## src/rtl/keypad_msg_tx_pkg.sv

```systemverilog
// rtl/keypad_msg_tx_pkg.sv - shared state enum, key codes and keypad map
// Digits use their own value as key code; letters and symbols take 10..15.
package keypad_msg_tx_pkg;

  typedef enum logic {IDLE, SEND} state_t;

  localparam logic [3:0] KEY_A    = 4'd10;
  localparam logic [3:0] KEY_B    = 4'd11;
  localparam logic [3:0] KEY_C    = 4'd12;
  localparam logic [3:0] KEY_D    = 4'd13;
  localparam logic [3:0] KEY_STAR = 4'd14;
  localparam logic [3:0] KEY_HASH = 4'd15;
  localparam logic [7:0] ASCII_ZERO = 8'h30;

  function automatic logic [3:0] key_lookup(input logic [1:0] row, input logic [1:0] col);
    logic [3:0] code;
    code = 4'd0;
    case ({row, col})
      4'h0: code = 4'd1;
      4'h1: code = 4'd2;
      4'h2: code = 4'd3;
      4'h3: code = KEY_A;
      4'h4: code = 4'd4;
      4'h5: code = 4'd5;
      4'h6: code = 4'd6;
      4'h7: code = KEY_B;
      4'h8: code = 4'd7;
      4'h9: code = 4'd8;
      4'hA: code = 4'd9;
      4'hB: code = KEY_C;
      4'hC: code = KEY_STAR;
      4'hD: code = 4'd0;
      4'hE: code = KEY_HASH;
      default: code = KEY_D;
    endcase
    return code;
  endfunction

endpackage

```

## src/rtl/keypad_msg_tx_if.sv

```systemverilog
// rtl/keypad_msg_tx_if.sv - byte/strobe handshake towards the UART transmitter
interface keypad_msg_tx_if;
  logic [7:0] data_send;
  logic       tx_ctrl;
  logic       transmit_ready;

  modport master (output data_send, output tx_ctrl, input transmit_ready);
  modport slave  (input data_send, input tx_ctrl, output transmit_ready);
endinterface

```

## src/rtl/keypad_msg_tx_scanner.sv

```systemverilog
// rtl/keypad_msg_tx_scanner.sv - column rotation, row decode and press/release detection
// A press fires once; release needs SCAN_IDLE_SCANS sweeps' worth of consecutive idle cycles.
module keypad_scanner
  import keypad_msg_tx_pkg::*;
#(
  parameter int SCAN_IDLE_SCANS = 1
) (
  input  logic       clk,
  input  logic       nrst,
  input  logic [3:0] i_readrow,
  output logic [3:0] o_scancol,
  output logic       o_key_valid,
  output logic [3:0] o_key_code
);

  localparam int IDLE_CYCLES = 4 * SCAN_IDLE_SCANS;
  localparam int CW = $clog2(IDLE_CYCLES + 1);

  logic [3:0]    r_col;
  logic          r_held;
  logic [CW-1:0] r_idle_cnt;
  logic [1:0]    w_row;
  logic [1:0]    w_col;
  logic          w_hit;

  always_comb begin
    w_row = 2'd0;
    if      (i_readrow[0]) w_row = 2'd0;
    else if (i_readrow[1]) w_row = 2'd1;
    else if (i_readrow[2]) w_row = 2'd2;
    else if (i_readrow[3]) w_row = 2'd3;
    w_col = 2'd0;
    case (r_col)
      4'b0010: w_col = 2'd1;
      4'b0100: w_col = 2'd2;
      4'b1000: w_col = 2'd3;
      default: w_col = 2'd0;
    endcase
  end

  assign w_hit = |i_readrow;

  always_ff @(posedge clk) begin
    if (nrst) begin
      r_col      <= 4'b0001;
      r_held     <= 1'b0;
      r_idle_cnt <= '0;
    end else begin
      r_col <= {r_col[2:0], r_col[3]};
      if (w_hit) begin
        r_held     <= 1'b1;
        r_idle_cnt <= '0;
      end else if (r_held) begin
        if (r_idle_cnt == CW'(IDLE_CYCLES - 1)) begin
          r_held     <= 1'b0;
          r_idle_cnt <= '0;
        end else begin
          r_idle_cnt <= r_idle_cnt + CW'(1);
        end
      end
    end
  end

  assign o_scancol   = r_col;
  assign o_key_valid = w_hit & ~r_held;
  assign o_key_code  = key_lookup(w_row, w_col);

endmodule

```

## src/rtl/keypad_msg_tx.sv

```systemverilog
// rtl/keypad_msg_tx.sv - keypad message editor with byte-wise send to the UART transmitter
// Digits are staged as pending, committed with C, and the whole buffer is sent on D.
module keypad_msg_tx
  import keypad_msg_tx_pkg::*;
#(
  parameter int MSG_BYTES       = 16,
  parameter int SCAN_IDLE_SCANS = 1
) (
  input  logic                   clk,
  input  logic                   nrst,
  input  logic [3:0]             readrow,
  output logic [3:0]             scancol,
  keypad_msg_tx_if.master        tx
);

  localparam int CNT_W = $clog2(MSG_BYTES + 1);
  localparam int IDX_W = $clog2(MSG_BYTES);

  logic [7:0]       r_buf [MSG_BYTES];
  logic [CNT_W-1:0] r_count;
  logic [CNT_W-1:0] r_idx;
  logic [7:0]       r_pending;
  logic             r_pending_valid;
  logic             r_armed;
  logic [7:0]       r_data_send;
  logic             r_tx_ctrl;
  state_t           r_state;
  logic             w_key_valid;
  logic [3:0]       w_key_code;

  keypad_scanner #(.SCAN_IDLE_SCANS(SCAN_IDLE_SCANS)) u_scanner (
    .clk         (clk),
    .nrst        (nrst),
    .i_readrow   (readrow),
    .o_scancol   (scancol),
    .o_key_valid (w_key_valid),
    .o_key_code  (w_key_code)
  );

  always_ff @(posedge clk) begin
    if (nrst) begin
      for (int i = 0; i < MSG_BYTES; i++) r_buf[i] <= 8'h00;
      r_count         <= '0;
      r_idx           <= '0;
      r_pending       <= 8'h00;
      r_pending_valid <= 1'b0;
      r_armed         <= 1'b0;
      r_data_send     <= 8'h00;
      r_tx_ctrl       <= 1'b0;
      r_state         <= IDLE;
    end else begin
      r_tx_ctrl <= 1'b0;
      case (r_state)
        IDLE: begin
          if (w_key_valid) begin
            if (w_key_code <= 4'd9) begin
              r_pending       <= ASCII_ZERO + {4'd0, w_key_code};
              r_pending_valid <= 1'b1;
            end else begin
              case (w_key_code)
                KEY_C: if (r_pending_valid && (r_count < CNT_W'(MSG_BYTES))) begin
                  r_buf[r_count[IDX_W-1:0]] <= r_pending;
                  r_count                   <= r_count + CNT_W'(1);
                  r_pending_valid           <= 1'b0;
                end
                KEY_STAR: if (r_count != '0) r_count <= r_count - CNT_W'(1);
                KEY_HASH: begin
                  r_count         <= '0;
                  r_pending_valid <= 1'b0;
                end
                KEY_D: if (r_count != '0) begin
                  r_state <= SEND;
                  r_idx   <= '0;
                  r_armed <= 1'b1;
                end
                default: ;
              endcase
            end
          end
        end
        SEND: begin
          // One byte per ready level: re-arm only after the transmitter reports busy.
          if (r_armed && tx.transmit_ready) begin
            r_data_send <= r_buf[r_idx[IDX_W-1:0]];
            r_tx_ctrl   <= 1'b1;
            r_armed     <= 1'b0;
            r_idx       <= r_idx + CNT_W'(1);
            if (r_idx == r_count - CNT_W'(1)) begin
              r_state         <= IDLE;
              r_count         <= '0;
              r_pending_valid <= 1'b0;
            end
          end else if (!tx.transmit_ready) begin
            r_armed <= 1'b1;
          end
        end
        default: r_state <= IDLE;
      endcase
    end
  end

  assign tx.data_send = r_data_send;
  assign tx.tx_ctrl   = r_tx_ctrl;

endmodule

```

## src/flat_wrapper.sv

```systemverilog
// flat-port wrapper written by rule: the top's interface ports become plain ports
module keypad_msg_tx_flat import keypad_msg_tx_pkg::*;
#(
  parameter int MSG_BYTES       = 16,
  parameter int SCAN_IDLE_SCANS = 1
)
  (clk, nrst, readrow, scancol, tx_data_send, tx_tx_ctrl, tx_transmit_ready);
  keypad_msg_tx_if tx_i ();
  input  logic clk;
  input  logic nrst;
  input  logic [3:0] readrow;
  output logic [3:0] scancol;
  output wire logic [$bits(tx_i.data_send)-1:0] tx_data_send;
  output wire logic [$bits(tx_i.tx_ctrl)-1:0] tx_tx_ctrl;
  input wire logic [$bits(tx_i.transmit_ready)-1:0] tx_transmit_ready;
  assign tx_data_send = tx_i.data_send;
  assign tx_tx_ctrl = tx_i.tx_ctrl;
  assign tx_i.transmit_ready = tx_transmit_ready;
  keypad_msg_tx #(.MSG_BYTES(MSG_BYTES), .SCAN_IDLE_SCANS(SCAN_IDLE_SCANS)) u_core (.clk(clk), .nrst(nrst), .readrow(readrow), .scancol(scancol), .tx(tx_i));
endmodule
```

## config.mk

```make
export PLATFORM = sky130hd
export DESIGN_NAME = keypad_msg_tx_flat
export DESIGN_NICKNAME = d
export VERILOG_FILES = /design/src/rtl/keypad_msg_tx_pkg.sv /design/src/rtl/keypad_msg_tx_if.sv /design/src/rtl/keypad_msg_tx_scanner.sv /design/src/rtl/keypad_msg_tx.sv /design/src/flat_wrapper.sv
export SDC_FILE = /design/constraint.sdc
export NUM_CORES = 1
export LEC_CHECK = 0
export ABC_AREA = 0
export CORE_MARGIN = 2
export CORE_UTILIZATION = 58
export CTS_CLUSTER_DIAMETER = 30
export DETAILED_ROUTE_END_ITERATION = 10
export DONT_BUFFER_PORTS = 1
export GPL_TIMING_DRIVEN = 0
export HOLD_SLACK_MARGIN = 0.02
export PLACE_DENSITY = 0.82
export SYNTH_ARGS = -nofsm -noshare
export SYNTH_HDL_FRONTEND = slang
export SYNTH_SLANG_ARGS = --single-unit
```

## constraint.sdc

```tcl
create_clock -name clk -period 2.9 [get_ports clk]
set_input_delay 0.58 -clock clk [delete_from_list [all_inputs] [get_ports clk]]
set_output_delay 0.58 -clock clk [all_outputs]
set_load 0.05 [all_outputs]
```

=== After elaboration in Yosys (flattened, before gate mapping) ===
Memory sizes are Yosys's and may differ from the RTL's. A register that Yosys moved wholly into a read port is not among the register bits.
Cells that the tools add are included.

* Register bits after elaboration: 30
* Bits in latches: 0
* Memory bits (writable): 128
* Bits in read-only memories: 64
* Memories: 2

{| class="wikitable"
|+ Memory list
! memory !! words !! width !! rd ports !! clocked after Yosys merged registers in !! write ports !! RTL line !! source
|-
| u_core.r_buf || 16 || 8 || 1 || 1 || 16 || keypad_msg_tx.sv:19 || <nowiki>logic [7:0] r_buf [MSG_BYTES];</nowiki>
|-
| (no name shown) || 16 || 4 || 1 || 0 || 0 || keypad_msg_tx_pkg.sv:18 || <nowiki>case ({row, col})</nowiki>
|}

* Add/sub/neg operators: 5
* Multiply operators: 0
* Divide/modulo/power cells: 0
* $lt $le $gt $ge: 2
* Equality and inequality tests: 21
* Shifts and indexed selects: 0
* Mux-type cells: 57
* Bitwise logic cells: 3
* Reduce and logical (&&, ||, !) cells: 13

{| class="wikitable"
|+ Operators with widths
! cell !! number
|-
| $mux 5 || 11
|-
| $mux 1 || 31
|-
| $eq 4x4->1 const B || 5
|-
| $pmux 5 s2 || 2
|-
| $pmux 5 s3 || 1
|-
| $reduce_and 5->1 || 3
|-
| $add 5x1->5 const B || 2
|-
| $ne 2x2->1 const B || 5
|-
| $mux 2 || 4
|-
| $mux 8 || 1
|-
| $pmux 1 s2 || 4
|-
| $reduce_or 8->1 || 1
|-
| $add 6x4->7 const A || 1
|-
| $reduce_and 7->1 || 1
|-
| $ne 3x2->1 const B || 2
|-
| $pmux 2 s3 || 1
|-
| $eq 5x5->1 || 1
|-
| $lt 5x5->1 const B || 1
|-
| $reduce_bool 5->1 || 1
|-
| $reduce_or 5->1 || 1
|-
| $sub 5x1->5 const B || 1
|-
| $eq 4x2->1 const B || 1
|-
| $eq 4x3->1 const B || 1
|-
| $le 4x4->1 const B || 1
|-
| 16 further kinds || 18
|}

=== Depth between registers and ports, before layout ===
Gate-level depths: netlist of the first run.
An unclocked memory read counts as a cell.

* Word-level depth: 14
* Depth in mapped cells: 13
* Mapped depth without buffers: 11

=== Cells and area by module ===
A second synthesis of the first run with hierarchy kept.

* Cell total of the unflattened synthesis: 462
* Area total of the unflattened synthesis: 5587.9 µm²

{| class="wikitable"
|+ Modules (own cells, without submodules)
! module !! instances !! cells an instance !! area an instance (µm²) !! sequential area each (µm²)
|-
| keypad_msg_tx || 1 || 406 || 5088.6 || 2882.8
|-
| keypad_scanner || 1 || 56 || 499.2 || 160.2
|}

=== Worst setup path after synthesis of the first run ===
No wires, ideal clock.

* Path kind: reg-to-reg
* From: register u_core.u_scanner.r_col[3] (netlist: u_core.u_scanner.o_scancol[3])
* To: memory u_core.r_buf[1][0], enable pin
* Data arrival time: 2.866 ns
* Data required time: 2.584 ns
* Setup slack: -0.282 ns
* Cell stages (with the launch flop): 14
* Path buffers: 3
* Cell sequence: dfxtp_1 -> xnor2_1 -> nand2b_1 -> ha_1 -> and2b_1 -> a311oi_2 -> o31a_1 -> buf_6 -> nor2_1 -> and4_1 -> buf_6 -> buf_12 -> nand3_4 -> nand2b_1

{| class="wikitable"
|+ RTL lines
! element !! RTL line !! source
|-
| start, declared || keypad_msg_tx_scanner.sv:19 || <nowiki>logic [3:0] r_col;</nowiki>
|-
| start signal, assigned || keypad_msg_tx_scanner.sv:49 || <nowiki>r_col <= {r_col[2:0], r_col[3]};</nowiki>
|-
| end, declared || keypad_msg_tx.sv:19 ||
|}

==> impl_metrics.yaml, run 1 <==
cells_and_area:
  stdcell_area_um2: 6860
  final_util: 0.705
  final_layout_size_suffix_gt1_frac: 0.354
  seq_area_um2: 3060
  fillers: 640
  multi_input_area_um2: 2860
  area_growth_syn_to_layout_pct: 18.3
  final_nets: 552
  antennaDiodeCount: 0
power_and_ir_drop:
  seqPwrFrac: 0.594
  p_leak_nw: 2.39
  power.internal_mw: 2.24
  swShare: 0.257
  switchingPower_uw: 774
  clkPwrFrac: 0.313
  p_comb_frac: 0.093
  peakVddDrop_mv: 0.243
  power_mw: 3.02
  cellPowerDensity_nw_per_um2: 440
yosys:
  synth.distinct_cells: 72
  avgSynthCellArea_um2: 12.0
  synth_edf_count: 80
  syn_inst: 485
  ys.flop_type: "edfxtp_1"
  seq_area_frac_synth: 0.524
  yosys_warnings: 0
  async_reset_ff_frac: 0
  synth_seq_cells: 112
  netlist_area_um2: 5800
min_path:
  min_path_type: "in -> reg"
  whs_path_depth: 1
critical_path:
  start_kind: "flip-flop"
  arrival_ns: 3.11
  path_max_fanout: 8
  endpoint_kind: "flip-flop"
  reg2reg_depth: 14
  required_ns: 3.02
  criticalPathCategory: "reg -> reg"
die:
  fp.coreArea_um2: 9730
  die_w_um: 104
  start_util: 0.596
  fp.dieH_um: 104
  die_area_um2: 10800
  ios: 20
  row_count: 36
sta:
  rsz0062_at_grt: "true"
  clock_skew_ns: 0.0160
  final_hold_viol_count: 0
  tightest_slew_ns: 1.04
  fin_crit_ns: 2.99
  period_share: 1.03
  finalWorstSetupSlack_ns: -0.0937
  drv_slew: 0
  fin_tns_setup_ns: -2.04
  clock.fmax_mhz: 334
  slew_headroom: 0.307
  finalSetupViolations: 54
placed_design:
  dp_slack_ns: -0.333
  gp_congestion: 0.901
  place_area_um2: 5990
  portBuffers: 0
  hpwl_mm: 9.70
routing:
  drtPass1Iterations: 5
  drc: 0
  post_drt_via_cell_ratio: 6.30
  vias: 4218
  drtAntennaViolNets: 0
  drt_iter0_markers: 631
  drt_wl_total_mm: 14.5
  wire_per_inst_um: 21.6
cts:
  cts_buffers: 9
  clkTransAtPathRegs_ns: 0.11
  h-tree-depth: 3
  cts_root_buffer: "clkbuf_8"
  clock_latency_ns: 0.40
  cts_buffer_depth: 2
  clock_sinks: 112
  cts_tree: "done"
outcome:
  status: "finished, violations left"
  violations: "negative setup slack"
global_route:
  antenna_found_initial: 0
  track_usage: 0.262
  grt_pass1_vias: 3985
  overflow: 0
  grt_max_degree: 19
  grt_pass1_wl_mm: 21.5
run:
  maxCapViolations: 0
-- cell usage after synthesis (all sizes together), types with 7 or more instances --
| cell type | instances | share of area |
|---|---|---|
| nor2 | 102 | 0.077 |
| edfxtp | 80 | 0.41 |
| dfxtp | 32 | 0.11 |
| nand2 | 26 | 0.017 |
| mux4 | 25 | 0.097 |
| a21oi | 21 | 0.018 |
| nand2b | 18 | 0.019 |
| buf | 16 | 0.021 |
| nand3 | 16 | 0.035 |
| clkbuf | 15 | 0.011 |
| inv | 14 | 0.0091 |
| ha | 13 | 0.028 |
| nor3 | 11 | 0.0095 |
| o21ai | 9 | 0.0078 |
| nor2b | 7 | 0.0080 |
-- final timing paths --
| path | endpoint | slack (ns) | start |
|---|---|---|---|
| worst max-delay path | u_core.r_buf[14][1] | -0.09 | u_core.u_scanner.o_scancol[3] |
| worst min register to register | u_core.u_scanner.r_idle_cnt[2] | 0.44 | u_core.u_scanner.r_idle_cnt[2] |
| worst min-delay path | u_core.r_armed | 0.28 | tx_transmit_ready |
| worst max register to register | u_core.r_buf[14][1] | -0.09 | u_core.u_scanner.o_scancol[3] |
-- metal layers --
metal	track usage	wire, um
met3	0.0495	1290
met2	0.418	7150
met4	0.103	437
met1	0.358	5590
met5	0	0
-- metrics by stage --
| step | hold slack, ns | instances |
|---|---|---|
| after CTS | 0.281 | 654 |
| after floorplan | 0.411 | 486 |
| final | 0.281 | 670 |
| after global placement | 0.426 | 619 |
| after global routing | 0.271 | 670 |
| after detailed placement | 0.424 | 619 |
-- timing repair --
| action | in CTS | in global routing |
|---|---|---|
| setup endpoints to repair | 149 | 133 |
| buffers inserted | 18 | 16 |
| hold buffers | 0 | 0 |
| gates resized for setup | 38 | 52 |
| cloned | 1 | 0 |
| pin swaps | 6 | 10 |
-- layout make-up --
| cell class | instances | share of cell area |
|---|---|---|
| clock buffer | 10 | 0.0201 |
| inverter | 14 | 0.00766 |
| clock inverter | 6 | 0.00802 |
| timing repair buffer | 35 | 0.0498 |
| buffer | 31 | 0.0273 |
| sequential | 112 | 0.446 |
| multi-input combinational | 329 | 0.417 |
| tap | 133 | 0.0242 |
-- power by group through the flow --
| stage | Clock (mW) | Combinational (mW) | Sequential (mW) |
|---|---|---|---|
| 6_report | 0.945 | 0.280 | 1.79 |
| 2_1_floorplan | 0 | 0.158 | 1.81 |
| 3_3_place_gp | 0 | 0.206 | 1.82 |
| 4_1_cts | 0.936 | 0.234 | 1.79 |
| 5_1_grt | 1.01 | 0.295 | 1.80 |
| 3_5_place_dp | 0 | 0.212 | 1.83 |
-- placed cells by master (no fill, tap or decap), types with 13 or more instances in the layout --
cell and n:
nor2_2 30, inv_1 13, nor2_4 13, buf_4 28, clkbuf_1 14, dfxtp_1 28
mux4_2 25, a21oi_1 20, nand2b_4 15, nor2_1 59, edfxtp_1 80, nand2_1 24
-- state kept, by name, indices dropped and copies added, names as in the netlist, 3 cells and up --
| register | flops |
|---|---|
| u_core.r_buf | 80 |
| u_core.u_scanner.r_idle_cnt | 3 |
| u_core.r_pending | 5 |
| u_core.u_scanner.o_scancol | 4 |
| u_core.r_count | 5 |
| u_core.r_idx | 5 |
| u_core.tx.data_send | 5 |
-- critical path, stage by stage (launching register included) --
cell      delay [ns]
dfxtp_4         0.52
xnor2_4         0.15
nand2b_4        0.21
ha_4            0.14
and2b_2         0.22
a311oi_2        0.27
o31a_1          0.20
buf_6           0.13
nor2_2          0.03
and4_1          0.16
buf_6           0.15
buf_6           0.11
nand4_1         0.18
buf_6           0.19
nor2_2          0.04
-- kinds of logic after synthesis --
| logic type | after synthesis | synth area share |
|---|---|---|
| buf+inv | 45 | 0.0414 |
| compound gates | 69 | 0.0869 |
| simple gates | 209 | 0.203 |
| other cells | 1 | 0.000646 |
| flops | 112 | 0.524 |
| mux | 29 | 0.104 |
| fa+ha+maj | 13 | 0.0280 |
| xor+xnor | 7 | 0.0119 |
Note: power is estimated with default switching activity, not from simulation.
==> inputs of run 2 (changes only) <==
BUFFER_PORTS_ARGS = -buffer_cell sky130_fd_sc_hd__buf_2   (was unset)
CORE_UTILIZATION = 56   (was 58)
DONT_BUFFER_PORTS = unset   (was 1)
SYNTH_HIERARCHICAL = 1   (was unset)
==> run 2 against run 1 <==
Against the previous run:
- the flow still finishes with violations (negative setup slack)
- largest power group unchanged
- global-route usage shrank 1.3 points
- routed wire length shrank 6.6%
- synthesized cell count shrank 4.7%
- die area shrank 0.26%
- register-to-register slack lost 0.02 ns
- fmax shrank 0.50%
- combinational power shrank 7.5%
- worst hold slack gained 0.15 ns
- sequential share of layout area grew 1.4 points
==> impl_metrics.yaml, run 2 <==
cells_and_area:
  antennaDiodeCount: 0
  final-instance-count-excl-fill: 658
  fillers: 693
  largest_register_ffs: 80
  area_growth_syn_to_layout_pct: 19.0
  regMostFlops: "u_core/r_buf"
  seq_area_um2: 3060
  layout_common_cells: "edfxtp_1 (80), and3_1 (43), nor2_1 (29)"
  final_nets: 538
  final_common_cell: "edfxtp_1"
  final_util: 0.684
  final_layout_size_suffix_gt1_frac: 0.322
  multi_input_area_um2: 2630
routing:
  wire_per_inst_um: 20.5
  drt_iter0_markers: 378
  drc: 0
  drt_wl_total_mm: 13.5
  drtAntennaViolNets: 0
  vias: 4015
  drtPass1Iterations: 5
  post_drt_via_cell_ratio: 6.10
placed_design:
  gp_congestion: 0.870
  portBuffers: 17
  hpwl_mm: 8.97
  dp_slack_ns: -0.654
  dp.cells: 613
global_route:
  overflow: 0
  grt_max_degree: 20
  grt_pass1_vias: 3903
  grt_pass1_wl_mm: 20.7
  antenna_found_initial: 0
  track_usage: 0.249
min_path:
  hold_end: "u_core/r_armed"
  min_path_type: "in -> reg"
  min_from: "tx_transmit_ready"
  whs_path_depth: 2
power_and_ir_drop:
  power_mw: 3.01
  p_leak_nw: 2.64
  switchingPower_uw: 741
  clkPwrFrac: 0.319
  p_comb_frac: 0.086
  seqPwrFrac: 0.595
  power.internal_mw: 2.27
  cellPowerDensity_nw_per_um2: 453
  swShare: 0.246
  peakVddDrop_mv: 0.284
die:
  start_util: 0.574
  row_count: 36
  die_w_um: 104
  fp.coreArea_um2: 9730
  ios: 20
  die_area_um2: 10800
  fp.dieH_um: 104
yosys:
  synth.area.mux_share: 0.0882
  synth_top_cell_by_area: "edfxtp_1"
  synth.distinct_cells: 55
  netlist_area_um2: 5590
  synth_most_common_cell: "edfxtp_1"
  yosys_warnings: 13
  yosys.area_share.xor_xnor: 0.0219
  synth_top_family_by_area: "simple AND/OR/NAND/NOR gates"
  avgSynthCellArea_um2: 12.1
  synth_edf_count: 80
  synth_top_area_frac: 0.430
  ys.flop_type: "edfxtp_1"
  ys_top_cells_by_area: "edfxtp_1 (43%), dfxtp_1 (11%), mux4_2 (8.5%)"
  async_reset_ff_frac: 0
  yosys.area_share.simple: 0.193
  synth_compound_area_frac: 0.0893
  syn_inst: 462
  synthAdderAreaFrac: 0.0246
  synth_seq_cells: 112
  ys_top_cells_by_count: "edfxtp_1 (80), and3_1 (51), and2_1 (36), dfxtp_1 (32), nor2_1 (31)"
  seq_area_frac_synth: 0.545
cts:
  clock_latency_ns: 0.37
  h-tree-depth: 3
  cts_buffer_depth: 2
  clkTransAtPathRegs_ns: 0.11
  clock_sinks: 112
  cts_root_buffer: "clkbuf_8"
  cts_buffers: 9
  cts_tree: "done"
sta:
  clock.fmax_mhz: 332
  final_hold_viol_count: 0
  finalWorstSetupSlack_ns: -0.109
  fin_crit_ns: 3.01
  clock_skew_ns: 0.0134
  rsz0062_at_grt: "true"
  drv_slew: 0
  tightest_slew_ns: 0.768
  slew_headroom: 0.488
  finalSetupViolations: 123
  period_share: 1.04
run:
  maxCapViolations: 0
critical_path:
  reg2reg_depth: 12
  endpoint_kind: "flip-flop"
  reg2reg_to: "u_core/r_buf[9][1]"
  arrival_ns: 3.10
  reg2reg_from: "u_core/u_scanner/o_scancol[3]"
  r2r_slack_ns: -0.11
  start_kind: "flip-flop"
  criticalPathCategory: "reg -> reg"
  path_max_fanout: 7
  required_ns: 2.99
outcome:
  status: "finished, violations left"
  violations: "negative setup slack"
## run 2: cell types whose count changed after synthesis, moves of 11 or more
cell / before / now
and2_1: 6 / 36
nor2_2: 26 / 0
nand2_1: 26 / 13
and3_1: 2 / 51
nor2_1: 76 / 31
nand2b_1: 18 / 7
## run 2: worst max-delay path by stage
stage                                        startpoint  cells past startpoint                   to  slack, ns
final                     u_core/u_scanner/o_scancol[3]                     12   u_core/r_buf[9][1]      -0.11
after global placement    u_core/u_scanner/o_scancol[2]                     12   u_core/r_buf[1][1]      -0.52
after CTS                 u_core/u_scanner/o_scancol[3]                     12  u_core/r_buf[13][2]      -0.04
after global routing      u_core/u_scanner/o_scancol[2]                     12  u_core/r_buf[13][2]      -0.23
after floorplan           u_core/u_scanner/o_scancol[3]                     12  u_core/r_buf[13][0]      -0.17
after detailed placement  u_core/u_scanner/o_scancol[2]                     12   u_core/r_buf[1][2]      -0.65
## run 2: repair_timing
| action | CTS | global route |
|---|---|---|
| hold buffers | 0 | 0 |
| endpoints found under the setup margin | 170 | 156 |
| pin swaps | 12 | 3 |
| setup buffers | 20 | 6 |
| resized for setup | 31 | 45 |
| gates cloned | 1 | 2 |
## run 2: area by class of cell
cell class,count,area share
inverters,14,0.00790
plain buffers,34,0.0299
clock inverters,6,0.0117
multi-input cells,303,0.395
well taps,133,0.0250
clock buffers,10,0.0192
repair buffers,46,0.0517
flip-flops and latches,112,0.459
## run 2: routing by layer
metal,global-route usage,wire length [um],up-vias
met1,0.321,5050,1963
met5,0,0,-
li1,-,-,1829
met3,0.0533,1220,20
met4,0.0936,272,0
met2,0.417,6970,203
## run 2: power by group through the flow
stage | clock, mW | combinational [mW] | sequential (mW)
floorplan | 0 | 0.149 | 1.82
global placement | 0 | 0.211 | 1.82
detailed placement | 0 | 0.216 | 1.82
CTS | 0.969 | 0.243 | 1.79
global route | 1.03 | 0.276 | 1.80
finish | 0.961 | 0.259 | 1.79
## run 2: cells by family (layout without fill, tap and decap cells)
| kind of cell | Yosys count | after routing |
|---|---|---|
| AO/OA/AOI/OAI | 72 | 72 |
| XOR/XNOR | 14 | 14 |
| adder cells (fa/ha/maj) | 11 | 11 |
| buffers and inverters | 48 | 110 |
| flip-flops | 112 | 112 |
| multiplexers | 23 | 23 |
| other | 1 | 2 |
| AND/OR/NAND/NOR | 181 | 181 |
## run 2: through the flow
stage | hold WS (ns) | instance area [um^2] | TNS, ns
finish | 0.435 | 6650 | -7.15
global route | 0.434 | 6650 | -27.07
global placement | 0.417 | 5930 | -54.48
floorplan | 0.405 | 5680 | -10.28
detailed placement | 0.421 | 5930 | -76.97
CTS | 0.419 | 6440 | -0.744
## run 2: critical path, stage by stage, from the launching register on
cell	delay [ns]
dfxtp_4	0.40
xnor2_4	0.14
nor3_4	0.27
ha_2	0.23
nor2_1	0.04
a31oi_1	0.14
nor2_1	0.09
a311oi_4	0.35
nand3_2	0.17
nor4_4	0.29
and3_4	0.30
buf_6	0.15
a21o_4	0.16
==> inputs of run 3 (changes only) <==
REMOVE_ABC_BUFFERS = 1   (was unset)
==> run 3 against run 2 <==
Against the previous run:
- the flow still finishes with violations (negative setup slack)
- cell area shrank 4.0%
- non-clock buffer count shrank 38
- combinational power shrank 16%
- fmax shrank 1.8%
- clock power shrank 2%
- worst hold slack lost 0.0019 ns
- total power shrank 1.3%
- final cell count shrank 5.2%
- critical path depth grew 2
- sequential share of layout area grew 1.9 points
- routed wire length shrank 9.2%
- die area is the same
- critical endpoint is now u_core/r_buf[14][0]
- highest routed layer unchanged
==> impl_metrics.yaml, run 3 (same netlist as run 2, synthesis figures left out) <==
outcome:
  status: "finished, violations left"
  violations: "negative setup slack"
critical_path:
  reg2reg_depth: 14
  arrival_ns: 3.15
  endpoint_kind: "flip-flop"
  path_max_fanout: 7
  start_kind: "flip-flop"
  path_buf_inv: 3
  reg2reg_to: "u_core/r_buf[14][0]"
  cp_top_family: "simple AND/OR/NAND/NOR gates"
  r2r_slack_ns: -0.17
  cp_slowest_cell: "dfxtp_4"
  critPathMaxStageDelay_ns: 0.38
  crit_chain: "xnor2_2, nor3_2, buf_4, buf_6, ha_4, nor2_1, a31oi_1, nor2_1, a311oi_4, nand3_2, nor4_4, buf_6, and4_2, or2_4"
  criticalPathCategory: "reg -> reg"
  required_ns: 2.98
  reg2reg_from: "u_core/u_scanner/o_scancol[3]"
placed_design:
  hpwl_mm: 7.39
  dp.cells: 579
  gp_congestion: 0.868
  portBuffers: 17
cts:
  clock_latency_ns: 0.37
  cts_buffer_depth: 2
  cts_tree: "done"
  hold_buffers: 0
  cts_root_buffer: "clkbuf_8"
  clock_sinks: 112
  cts_buffers: 9
  clkTransAtPathRegs_ns: 0.11
  h-tree-depth: 3
power_and_ir_drop:
  power_mw: 2.97
  cellPowerDensity_nw_per_um2: 465
  p_leak_nw: 2.52
  peakVddDrop_mv: 0.285
global_route:
  grt_pass1_vias: 3777
  grt_max_degree: 45
  grt_pass1_wl_mm: 19.0
  grtUsageMet2: 0.369
  gr-usage-met3: 0.0426
  antenna_found_initial: 0
  overflow: 0
  grt_use_met1: 0.298
  grt.busiest_layer: "met2"
  track_usage: 0.225
sta:
  slew_headroom: 0.279
  clock.fmax_mhz: 326
  final_hold_viol_count: 0
  rsz0062_at_grt: "true"
  finalSetupViolations: 125
  tightest_slew_ns: 1.08
  finalWorstSetupSlack_ns: -0.165
  fin_crit_ns: 3.07
  period_share: 1.06
  drv_slew: 0
  clock_skew_ns: 0.0115
die:
  row_count: 36
  ios: 20
  fp.coreArea_um2: 9730
  die_w_um: 104
  die_area_um2: 10800
  start_util: 0.574
  fp.dieH_um: 104
routing:
  drtPass1Iterations: 5
  drt_iter0_markers: 266
  post_drt_via_cell_ratio: 6.19
  wire_per_inst_um: 19.7
  drc: 0
  drt_wl_total_mm: 12.3
  drtAntennaViolNets: 0
  vias: 3860
min_path:
  whs_path_depth: 2
  hold_end: "u_core/r_armed"
  min_from: "tx_transmit_ready"
  min_path_type: "in -> reg"
cells_and_area:
  regMostFlops: "u_core/r_buf"
  antennaDiodeCount: 0
  area_growth_syn_to_layout_pct: 14.3
  layout_common_cells: "edfxtp_1 (80), and3_1 (43), and2_1 (35)"
  final_nets: 504
  final-instance-count-excl-fill: 624
  final_common_cell: "edfxtp_1"
  final_layout_size_suffix_gt1_frac: 0.285
  largest_register_ffs: 80
run:
  maxCapViolations: 0
-- run 3: changes by cell type in the layout (fill, tap and decap cells not counted), moves of 3 or more --
cell and change:
buf_4 -7, buf_6 -6, and2_4 -12, and3_2 +4, buf_2 -4, or2_2 +4, inv_6 +3, and2_1 +12
clkbuf_1 -20, or2_4 -4
-- run 3: worst max path at each step --
stage	startpoint	endpoint	slack, ns	cells past startpoint
2_1_floorplan	u_core/u_scanner/o_scancol[2]	u_core/r_buf[4][0]	-1.10	11
3_3_place_gp	u_core/u_scanner/o_scancol[2]	u_core/r_buf[6][1]	-1.48	11
3_5_place_dp	u_core/u_scanner/o_scancol[2]	u_core/r_buf[6][1]	-1.66	11
4_1_cts	u_core/u_scanner/o_scancol[3]	u_core/r_count[2]	-0.03	10
5_1_grt	u_core/u_scanner/o_scancol[3]	u_core/r_buf[14][0]	-0.31	14
6_report	u_core/u_scanner/o_scancol[3]	u_core/r_buf[14][0]	-0.17	14
-- run 3: final cells by class --
class                           instances  area [um^2]
Fill cell                             700         3340
Sequential cell                       112         3050
Multi-Input combinational cell        307         2600
Timing Repair Buffer                   42          310
Tap cell                              133          166
Clock buffer                            9          124
Clock inverter                          7         77.6
Inverter                               14         52.6
-- run 3: metal layers --
layer / up-vias / share of wire
li1: 1772 / -
met1: 1921 / 0.42
met2: 146 / 0.49
met3: 21 / 0.071
met4: 0 / 0.022
met5: - / 0
-- run 3: repair_timing --
item                                    CTS  global route
endpoints found under the setup margin  178           163
pin swaps                                10            14
gates cloned                              2             2
buffers inserted                         17             8
resized for setup                        33            34
-- run 3: worst reg2reg max path, delay by kind of cell, from the launching register on --
family | cells | cell delay [ns]
xor gates and xnor gates | 1 | 0.14
DFF | 1 | 0.38
adders and majority gates | 1 | 0.11
buffers and inverters | 3 | 0.43
and+or+nand+nor | 7 | 1.23
AOI/OAI and AO/OA | 2 | 0.48
-- run 3: report_power, final --
| group | switching [mW] | total, mW | internal [mW] |
|---|---|---|---|
| Combinational | 0.128 | 0.217 | 0.0890 |
| Sequential | 0.0573 | 1.81 | 1.76 |
| Clock | 0.534 | 0.943 | 0.409 |
-- run 3: per-stage QoR --
stage / setup TNS [ns] / hold slack [ns] / worst slack [ns] / util / instance area [um^2]
floorplan: -136.65 / 0.405 / -1.10 / - / 5430
finish: -13.66 / 0.433 / -0.165 / 0.657 / 6390
detailed placement: -214.10 / 0.441 / -1.66 / 0.584 / 5690
global route: -32.83 / 0.433 / -0.306 / 0.657 / 6390
global placement: -186.28 / 0.416 / -1.48 / 0.584 / 5690
CTS: -0.341 / 0.419 / -0.0265 / 0.635 / 6180
